<file path="config.mk">
export PLATFORM = sky130hd
export DESIGN_NAME = pixel_mem_arbiter
export DESIGN_NICKNAME = d
export VERILOG_FILES = /design/src/rtl/pixel_mem_pkg.sv /design/src/rtl/pixel_mem_arbiter_fifo.sv /design/src/rtl/pixel_mem_arbiter.sv
export SDC_FILE = /design/constraint.sdc
export NUM_CORES = 1
export LEC_CHECK = 0
export CAP_MARGIN = 30
export CORE_ASPECT_RATIO = 0.6
export CORE_MARGIN = 2
export CORE_UTILIZATION = 50
export CTS_BUF_LIST = sky130_fd_sc_hd__clkbuf_16
export DETAILED_ROUTE_END_ITERATION = 8
export GPL_TIMING_DRIVEN = 1
export PLACE_DENSITY_LB_ADDON = 0.12
export SLEW_MARGIN = 20
export SYNTH_ARGS = -nofsm -noshare
export SYNTH_HDL_FRONTEND = slang
export SYNTH_SLANG_ARGS = --single-unit
export TNS_END_PERCENT = 30
</file>
<file path="constraint.sdc">
create_clock -name clk_25Mhz -period 6 [get_ports clk_25Mhz]
set_input_delay 1.2 -clock clk_25Mhz [delete_from_list [all_inputs] [get_ports clk_25Mhz]]
set_output_delay 1.2 -clock clk_25Mhz [all_outputs]
set_load 0.1 [all_outputs]
</file>
<file path="src/rtl/pixel_mem_pkg.sv">
// Shared types and defaults for the pixel memory arbiter slice.
package pixel_mem_pkg;

    typedef enum logic [1:0] {
        IDLE  = 2'd0,
        FETCH = 2'd1,
        DRAIN = 2'd2
    } state_t;

    localparam int DEF_IMG_W      = 256;
    localparam int DEF_IMG_H      = 256;
    localparam int DEF_ADDR_W     = 16;
    localparam int DEF_DATA_W     = 8;
    localparam int DEF_FIFO_DEPTH = 4;

    // Number of pixels in one frame.
    function automatic int frame_len(input int w, input int h);
        return w * h;
    endfunction

endpackage

</file>
<file path="src/rtl/pixel_mem_arbiter_fifo.sv">
// Small show-ahead FIFO holding prefetched pixels for the VGA path.
// The head is visible on dout_o without a pop; dout_o reads 0 when empty.
module pixel_fifo
    import pixel_mem_pkg::*;
#(
    parameter int DATA_W = DEF_DATA_W,
    parameter int DEPTH  = DEF_FIFO_DEPTH,
    localparam int PTR_W = $clog2(DEPTH),
    localparam int CNT_W = PTR_W + 1
) (
    input  logic              clk_i,
    input  logic              rst_i,
    input  logic              push_i,
    input  logic              pop_i,
    input  logic              flush_i,
    input  logic [DATA_W-1:0] din_i,
    output logic [DATA_W-1:0] dout_o,
    output logic [CNT_W-1:0]  count_o,
    output logic              empty_o,
    output logic              full_o
);

    logic [DATA_W-1:0] mem_q [DEPTH];
    logic [PTR_W-1:0]  rd_q, wr_q;
    logic [CNT_W-1:0]  cnt_q;
    logic              do_push, do_pop;

    assign empty_o = (cnt_q == '0);
    assign full_o  = (cnt_q == CNT_W'(DEPTH));
    assign count_o = cnt_q;
    assign dout_o  = empty_o ? '0 : mem_q[rd_q];

    // A full FIFO may still accept a push when the head leaves in the same cycle.
    assign do_pop  = pop_i && !empty_o;
    assign do_push = push_i && (!full_o || do_pop);

    // Storage, pointers and occupancy; flush empties the FIFO in one edge.
    always_ff @(posedge clk_i or posedge rst_i) begin
        if (rst_i) begin
            rd_q  <= '0;
            wr_q  <= '0;
            cnt_q <= '0;
            for (int i = 0; i < DEPTH; i++) mem_q[i] <= '0;
        end else if (flush_i) begin
            rd_q  <= '0;
            wr_q  <= '0;
            cnt_q <= '0;
        end else begin
            if (do_push) begin
                mem_q[wr_q] <= din_i;
                wr_q        <= wr_q + 1'b1;
            end
            if (do_pop) rd_q <= rd_q + 1'b1;
            case ({do_push, do_pop})
                2'b10:   cnt_q <= cnt_q + 1'b1;
                2'b01:   cnt_q <= cnt_q - 1'b1;
                default: cnt_q <= cnt_q;
            endcase
        end
    end

endmodule

</file>
<file path="src/rtl/pixel_mem_arbiter.sv">
// Shares one single-port image RAM between raster-order display prefetch and
// decryptor writes. Fetch always wins; writes fill every cycle fetch leaves idle.
module pixel_mem_arbiter
    import pixel_mem_pkg::*;
#(
    parameter int IMG_W      = DEF_IMG_W,
    parameter int IMG_H      = DEF_IMG_H,
    parameter int ADDR_W     = DEF_ADDR_W,
    parameter int DATA_W     = DEF_DATA_W,
    parameter int FIFO_DEPTH = DEF_FIFO_DEPTH
) (
    input  logic              clk_25Mhz,
    input  logic              rst,
    input  logic              frame_start,
    input  logic              pix_req,
    output logic [DATA_W-1:0] pix_data,
    output logic              pix_valid,
    output logic              underflow,
    output logic              frame_done,
    input  logic              wr_req,
    input  logic [ADDR_W-1:0] wr_addr,
    input  logic [DATA_W-1:0] wr_data,
    output logic              wr_gnt,
    output logic [ADDR_W-1:0] mem_addr,
    output logic              mem_we,
    output logic [DATA_W-1:0] mem_wdata,
    input  logic [DATA_W-1:0] mem_rdata
);

    localparam int                N         = frame_len(IMG_W, IMG_H);
    localparam logic [ADDR_W-1:0] LAST_ADDR = ADDR_W'(N - 1);
    localparam int                CNT_W     = $clog2(FIFO_DEPTH) + 1;

    state_t            state_q;
    logic [ADDR_W-1:0] fetch_addr_q, pop_cnt_q, mem_addr_q, mem_addr_d;
    logic              inflight_q, underflow_q, frame_done_q;
    logic [CNT_W-1:0]  fifo_cnt, credit;
    logic              fifo_empty, fifo_full;
    logic              fetch_issue, push, pop;
    logic [DATA_W-1:0] head;

    // Credit counts the in-flight read so the FIFO can never be overrun.
    assign credit      = fifo_cnt + CNT_W'(inflight_q);
    assign fetch_issue = (state_q == FETCH) && !fifo_full && (credit < CNT_W'(FIFO_DEPTH));

    // A restart discards both the in-flight read and any pop in that cycle.
    assign push   = inflight_q && !frame_start;
    assign pop    = pix_req && !fifo_empty && !frame_start;
    assign wr_gnt = wr_req && !fetch_issue && !rst;

    pixel_fifo #(
        .DATA_W (DATA_W),
        .DEPTH  (FIFO_DEPTH)
    ) u_fifo (
        .clk_i   (clk_25Mhz),
        .rst_i   (rst),
        .push_i  (push),
        .pop_i   (pop),
        .flush_i (frame_start),
        .din_i   (mem_rdata),
        .dout_o  (head),
        .count_o (fifo_cnt),
        .empty_o (fifo_empty),
        .full_o  (fifo_full)
    );

    assign pix_data   = head;
    assign pix_valid  = !fifo_empty;
    assign underflow  = underflow_q;
    assign frame_done = frame_done_q;
    assign mem_addr   = mem_addr_d;

    // RAM port mux: fetch, else granted write, else hold the last address.
    always_comb begin
        mem_addr_d = mem_addr_q;
        mem_we     = 1'b0;
        mem_wdata  = '0;
        if (rst) begin
            mem_addr_d = '0;
        end else if (fetch_issue) begin
            mem_addr_d = fetch_addr_q;
        end else if (wr_gnt) begin
            mem_addr_d = wr_addr;
            mem_we     = 1'b1;
            mem_wdata  = wr_data;
        end
    end

    // Remembers the address last driven so an idle RAM port stays put.
    always_ff @(posedge clk_25Mhz or posedge rst) begin
        if (rst) mem_addr_q <= '0;
        else     mem_addr_q <= mem_addr_d;
    end

    // Frame FSM with fetch counter, in-flight flag and the status outputs.
    always_ff @(posedge clk_25Mhz or posedge rst) begin
        if (rst) begin
            state_q      <= IDLE;
            fetch_addr_q <= '0;
            pop_cnt_q    <= '0;
            inflight_q   <= 1'b0;
            underflow_q  <= 1'b0;
            frame_done_q <= 1'b0;
        end else begin
            frame_done_q <= pop && (pop_cnt_q == LAST_ADDR);
            if (pop) pop_cnt_q <= pop_cnt_q + 1'b1;
            inflight_q <= fetch_issue;
            // The counter parks on the last address rather than wrapping.
            if (fetch_issue && (fetch_addr_q != LAST_ADDR))
                fetch_addr_q <= fetch_addr_q + 1'b1;
            if (pix_req && fifo_empty) underflow_q <= 1'b1;
            case (state_q)
                IDLE:    state_q <= IDLE;
                FETCH:   if (fetch_issue && (fetch_addr_q == LAST_ADDR)) state_q <= DRAIN;
                DRAIN:   if (fifo_empty && !inflight_q) state_q <= IDLE;
                default: state_q <= IDLE;
            endcase
            // A new frame overrides everything above, from any state.
            if (frame_start) begin
                state_q      <= FETCH;
                fetch_addr_q <= '0;
                pop_cnt_q    <= '0;
                inflight_q   <= 1'b0;
                underflow_q  <= 1'b0;
                frame_done_q <= 1'b0;
            end
        end
    end

endmodule

</file>
# Word level (Yosys, flattened, before mapping)

Cells that the tools add are included.

Register bits: 92
Bits in latches: 0
Bits in writable memories: 0
Memory bits (read-only): 0
Output and inout bits: 37
Memories: 0

Add/subtract/negate cells: 7
$mul: 0
Divide/modulo/power cells: 0
Order comparisons: 4
Equal/unequal tests: 10
Shift-type cells: 0
Muxes and demuxes: 34
Bitwise logic cells: 3
Reduce and logical (&&, ||, !) cells: 31

Operator list:

| cell                                                            | count |
|---|---|
| 16-bit 2-to-1 mux                                               | 7 |
| 8-bit 2-to-1 mux                                                | 7 |
| 16-bit by 1-bit adder with 16-bit output, second input constant | 2 |
| 32-bit bitwise mux                                              | 1 |
| 16-bit == test, second input constant                           | 2 |
| 8-bit binary-select mux with 2-bit select                       | 1 |
| 8-bit demux with 2-bit select                                   | 1 |
| 16-bit != test, second input constant                           | 1 |
| 1-bit logical AND                                               | 15 |
| 2-bit 2-to-1 mux                                                | 7 |
| 2-bit nonzero test                                              | 5 |
| 1-bit 2-to-1 mux                                                | 7 |
| 3-bit >= comparator, second input constant                      | 2 |
| 1-bit logical NOT                                               | 6 |
| 2-bit NOT with 3-bit output                                     | 2 |
| 3-bit case mux with 2 select lines                              | 1 |
| 2-bit by 1-bit adder with 2-bit output, second input constant   | 2 |
| 2-bit by 1-bit == test with 1-bit output, second input constant | 2 |
| 2-bit == test, second input constant                            | 2 |
| 2-bit case mux with 2 select lines                              | 1 |
| 2-bit AND reduction                                             | 2 |
| 3-bit by 1-bit adder with 3-bit output                          | 1 |
| 3-bit by 1-bit adder with 3-bit output, second input constant   | 1 |
| 3-bit == test, second input constant                            | 1 |
| 10 further kinds                                                | 10 |

# Depth between registers and ports, before layout

Word-level depth: 10
Depth in mapped cells: 8
Gate-level depth less buffers: 7

# Hierarchy

A second synthesis with hierarchy kept.

Cells, all modules: 434
Area, all modules: 4854.7 µm²

Modules (own cells, without submodules):

| module            | instances | cells an instance | area each (µm²) | sequential area each (µm²) |
|---|---|---|---|---|
| pixel_mem_arbiter | 1         | 285               | 2854.0          | 1326.3 |
| pixel_fifo        | 1         | 149               | 2000.7          | 975.9 |

# Least setup slack after synthesis

No wires, ideal clock.

Path type: input -> output
Start point: input port rst
End point: output port mem_wdata[0]
Arrival: 5.505 ns
Slack: -0.705 ns
Stages on the path: 5
Buffers on the path: 2
Cell sequence: clkbuf_1 -> inv_1 -> and3_1 -> clkbuf_1 -> and2_1

Longest elaborated chain between the ends: 5

Ends and longest elaborated chain:

| item                        | RTL line                | RTL |
|---|---|---|
| from (decl)                 | pixel_mem_arbiter.sv:13 | `input logic rst,` |
| 1-bit logical NOT (no line) | -                       |  |
| 1-bit logical AND           | pixel_mem_arbiter.sv:49 | `assign wr_gnt = wr_req && !fetch_issue && !rst;` |
| via wr_gnt                  | pixel_mem_arbiter.sv:23 | `output logic wr_gnt,` |
| 8-bit 2-to-1 mux            | pixel_mem_arbiter.sv:82 | `end else if (wr_gnt) begin` |
| 8-bit 2-to-1 mux            | pixel_mem_arbiter.sv:80 | `end else if (fetch_issue) begin` |
| 8-bit 2-to-1 mux            | pixel_mem_arbiter.sv:78 | `if (rst) begin` |
| to (decl)                   | pixel_mem_arbiter.sv:26 | `output logic [DATA_W-1:0] mem_wdata,` |

The timed path passes the listed nets, and every way through them passes these cells.

# Final worst setup path

Start point: input port rst
End point: output port mem_we

Longest elaborated chain between the ends: 5

Ends and longest elaborated chain:

| item                        | RTL line                | RTL |
|---|---|---|
| 1-bit logical NOT (no line) | -                       |  |
| 1-bit logical AND           | pixel_mem_arbiter.sv:49 |  |
| 1-bit 2-to-1 mux            | pixel_mem_arbiter.sv:82 |  |
| 1-bit 2-to-1 mux            | pixel_mem_arbiter.sv:80 |  |
| 1-bit 2-to-1 mux (*)        | pixel_mem_arbiter.sv:78 |  |
| to (decl)                   | pixel_mem_arbiter.sv:25 | `output logic mem_we,` |

Mark *: on every way between the ends. The rest lies on a longest branch, timed or not.

==> reports/metrics.cfg <==
[synth]
syn-num-nets=460
synth_cell_types=49
synthArstFlopShare=1.00
post-synth-top-area-cell=dfrtp_1
syn_area_um2=4650
synth_commonest_cells=92 x dfrtp_1, 52 x nor2_1, 24 x mux2_1
synth_edf_count=0
synth_area_leaders=dfrtp_1 50%, mux2_1 5.8%, mux2i_1 4.5%
yosysWarningCount=0
syn_inst=416
avgSynthCellArea_um2=11.2
ys_seq_area_frac=0.495
yosysMostFrequentCell=dfrtp_1
ys_ff_latch=92
synthFlopType=dfrtp_1
synth.top_cell.area_share=0.495

[drt]
drt-total-wl_um=9680
drtIter0Drc=281
avgViaCountPerCell=5.54
met1_length_um=4990
highest_layer=met4
vias=3348
wire_per_inst_um=16.0
antenna_left=0
met3_length_um=425
drtPass1Iterations=4
wl_met2_um=4220
route.detailed.drc=0

[clock_tree]
clkSinkCount=92
clk_latency_ns=0.34
tritoncts=yes
cts_resized=0
cts_made_buffers=9
cts_setup_buffers=0
h-tree-depth=3
clk_pin_slew_worst_paths_ns=0.06
hold_buffers=0
clockBufferDepth=2
root_buffer=clkbuf_16

[die]
dieArea_um2=10100
die_h_um=78.7
die_w_um=128
row_count=27
io_pins=74
start_util=0.512
core_um2=9090

[finish]
antenna_cells=0
area_delta_synth_final_pct=22.6
drive_above_1_share=0.156
fillers=730
final_area_um2=5700
fin_nets=527

[timing]
fin_skew_ns=0.00543
setup_viol=0
period_needed_ns=4.37
finalCritPeriodShare=0.729
grt_setup_unrepaired=false
hold_violations=0
tns_ns=0
whs_ns=0.490
slew-limit-headroom=0.350
max_freq_ghz=0.229
finalMaxSlewViolations=0
worstMarginPinSlew_ns=0.972

[outcome]
status=complete, no violations

[place]
dpl_cell_area_um2=5400
place_congestion=0.802
io_buffers=73
dp_hpwl_um=6470

[worst_setup_path]
cp.buffers_inverters=4
worst_path_max_delay_cell=clkdlybuf4s50_1
path_depth=5
cp_max_fo=40
path_cells=clkdlybuf4s50_1, clkinvlp_4, buf_4, and3_1, buf_4
path_class=in2out
startpoint_type=input port
rr_worst_depth=5
worstPathArrival_ns=3.17
end_kind=output port
critPathRequiredTime_ns=4.80
cp_common_cell=buf_4
path_delay_family=buffers and inverters
max_stage_delay_ns=0.78

[power]
irDropWorstVdd_uv=360
power.leakage_nw=2.43
powerDensity_nw_per_um2=490

[worst_hold_path]
whs_path_depth=1
min_path_type=reg2reg

[global_route]
grt_antenna_before_repair=0
grt.overflow.total=0
grt_max_degree=55
grt_pass1_wl_um=16400
grt_usage=0.208
first_global_vias=3248

[flow_run]
maxCapViolations=0

## flip-flops by register name, summed over array words and instances, names as in the netlist
signal          count
u_fifo.count_o      3
mem_addr_q         16
u_fifo.mem_q       32
pop_cnt_q          16
inflight_q          1
state_q             2
u_fifo.wr_q         2
u_fifo.rd_q         2
fetch_addr_q       16
underflow           1
frame_done          1
## where the power goes
| group | leakage [nW] | internal [mW] | switching, mW |
|---|---|---|---|
| clock | 0.135 | 0.279 | 0.238 |
| combinational | 1.08 | 0.416 | 0.939 |
| sequential | 1.22 | 0.784 | 0.136 |
## layout make-up
cell class,count,area (µm²),area share
Sequential cell,92,2300,0.404
Inverter,11,45.0,0.00791
Multi-Input combinational cell,291,2210,0.389
Tap cell,116,145,0.0255
Clock buffer,9,225,0.0395
Clock inverter,7,42.5,0.00747
Timing Repair Buffer,78,723,0.127
## worst paths after layout
path | from | endpoint | slack [ns]
max | rst | mem_we | 1.63
min | u_fifo.mem_q[9] | u_fifo.mem_q[9] | 0.49
max reg2reg | inflight_q | mem_addr_q[6] | 3.64
min reg2reg | u_fifo.mem_q[9] | u_fifo.mem_q[9] | 0.49
max in group asynchronous | rst | pop_cnt_q[4] | 3.05
min in group asynchronous | rst | fetch_addr_q[14] | 1.87
## cells in the final DEF, fill, tap and decap left out, drive strengths merged, types with 2 or more instances in the layout
| cell type | n |
|---|---|
| a211oi | 19 |
| nand3 | 13 |
| nor4 | 3 |
| and3 | 4 |
| nand4 | 9 |
| nand2 | 19 |
| and2 | 16 |
| xnor2 | 15 |
| dfrtp | 92 |
| clkinv | 3 |
| inv | 13 |
| clkdlybuf4s50 | 47 |
| buf | 31 |
| clkbuf | 9 |
| a21oi | 12 |
| mux2 | 33 |
| clkinvlp | 2 |
| nor3 | 8 |
| mux4 | 8 |
| xor2 | 12 |
| mux2i | 22 |
| or2 | 2 |
| and4 | 4 |
| o21ai | 7 |
| o31ai | 5 |
| ha | 6 |
| nor2 | 53 |
| or3 | 9 |
## worst register-to-register path, delay by kind of cell (launching register included)
kind | cells | cell delay [ns]
multiplexers | 1 | 0.56
flip-flops | 1 | 0.58
AND/OR/NAND/NOR | 2 | 0.38
buffers and inverters | 1 | 0.38
AO/OA/AOI/OAI | 1 | 0.33
## per-stage QoR
step / util / worst slack (ns) / total power [mW] / std cells
final: 0.627 / 1.63 / 2.79 / 604
after global routing: 0.627 / 1.41 / 2.94 / 604
after CTS: 0.624 / 1.48 / 2.82 / 603
after detailed placement: 0.595 / 1.49 / 2.28 / 587
after global placement: 0.595 / 1.53 / 2.26 / 587
after floorplan: - / 0.131 / 1.99 / 416
## logic make-up after synthesis
group                    count (synthesis)  synth area share
AO/OA/AOI/OAI                           50            0.0780
XOR/XNOR                                27            0.0509
adder cells (fa/ha/maj)                  7            0.0205
buffers and inverters                   33            0.0304
flip-flops                              92             0.495
multiplexers                            63             0.168
AND/OR/NAND/NOR                        144             0.157
## routing by layer
| layer | track usage | vias up |
|---|---|---|
| met5 | 0 | - |
| met2 | 0.294 | 67 |
| met1 | 0.316 | 1663 |
| met3 | 0.0573 | 4 |
| met4 | 0.0554 | 0 |
| li1 | - | 1614 |
(Power assumes the default switching activity.)
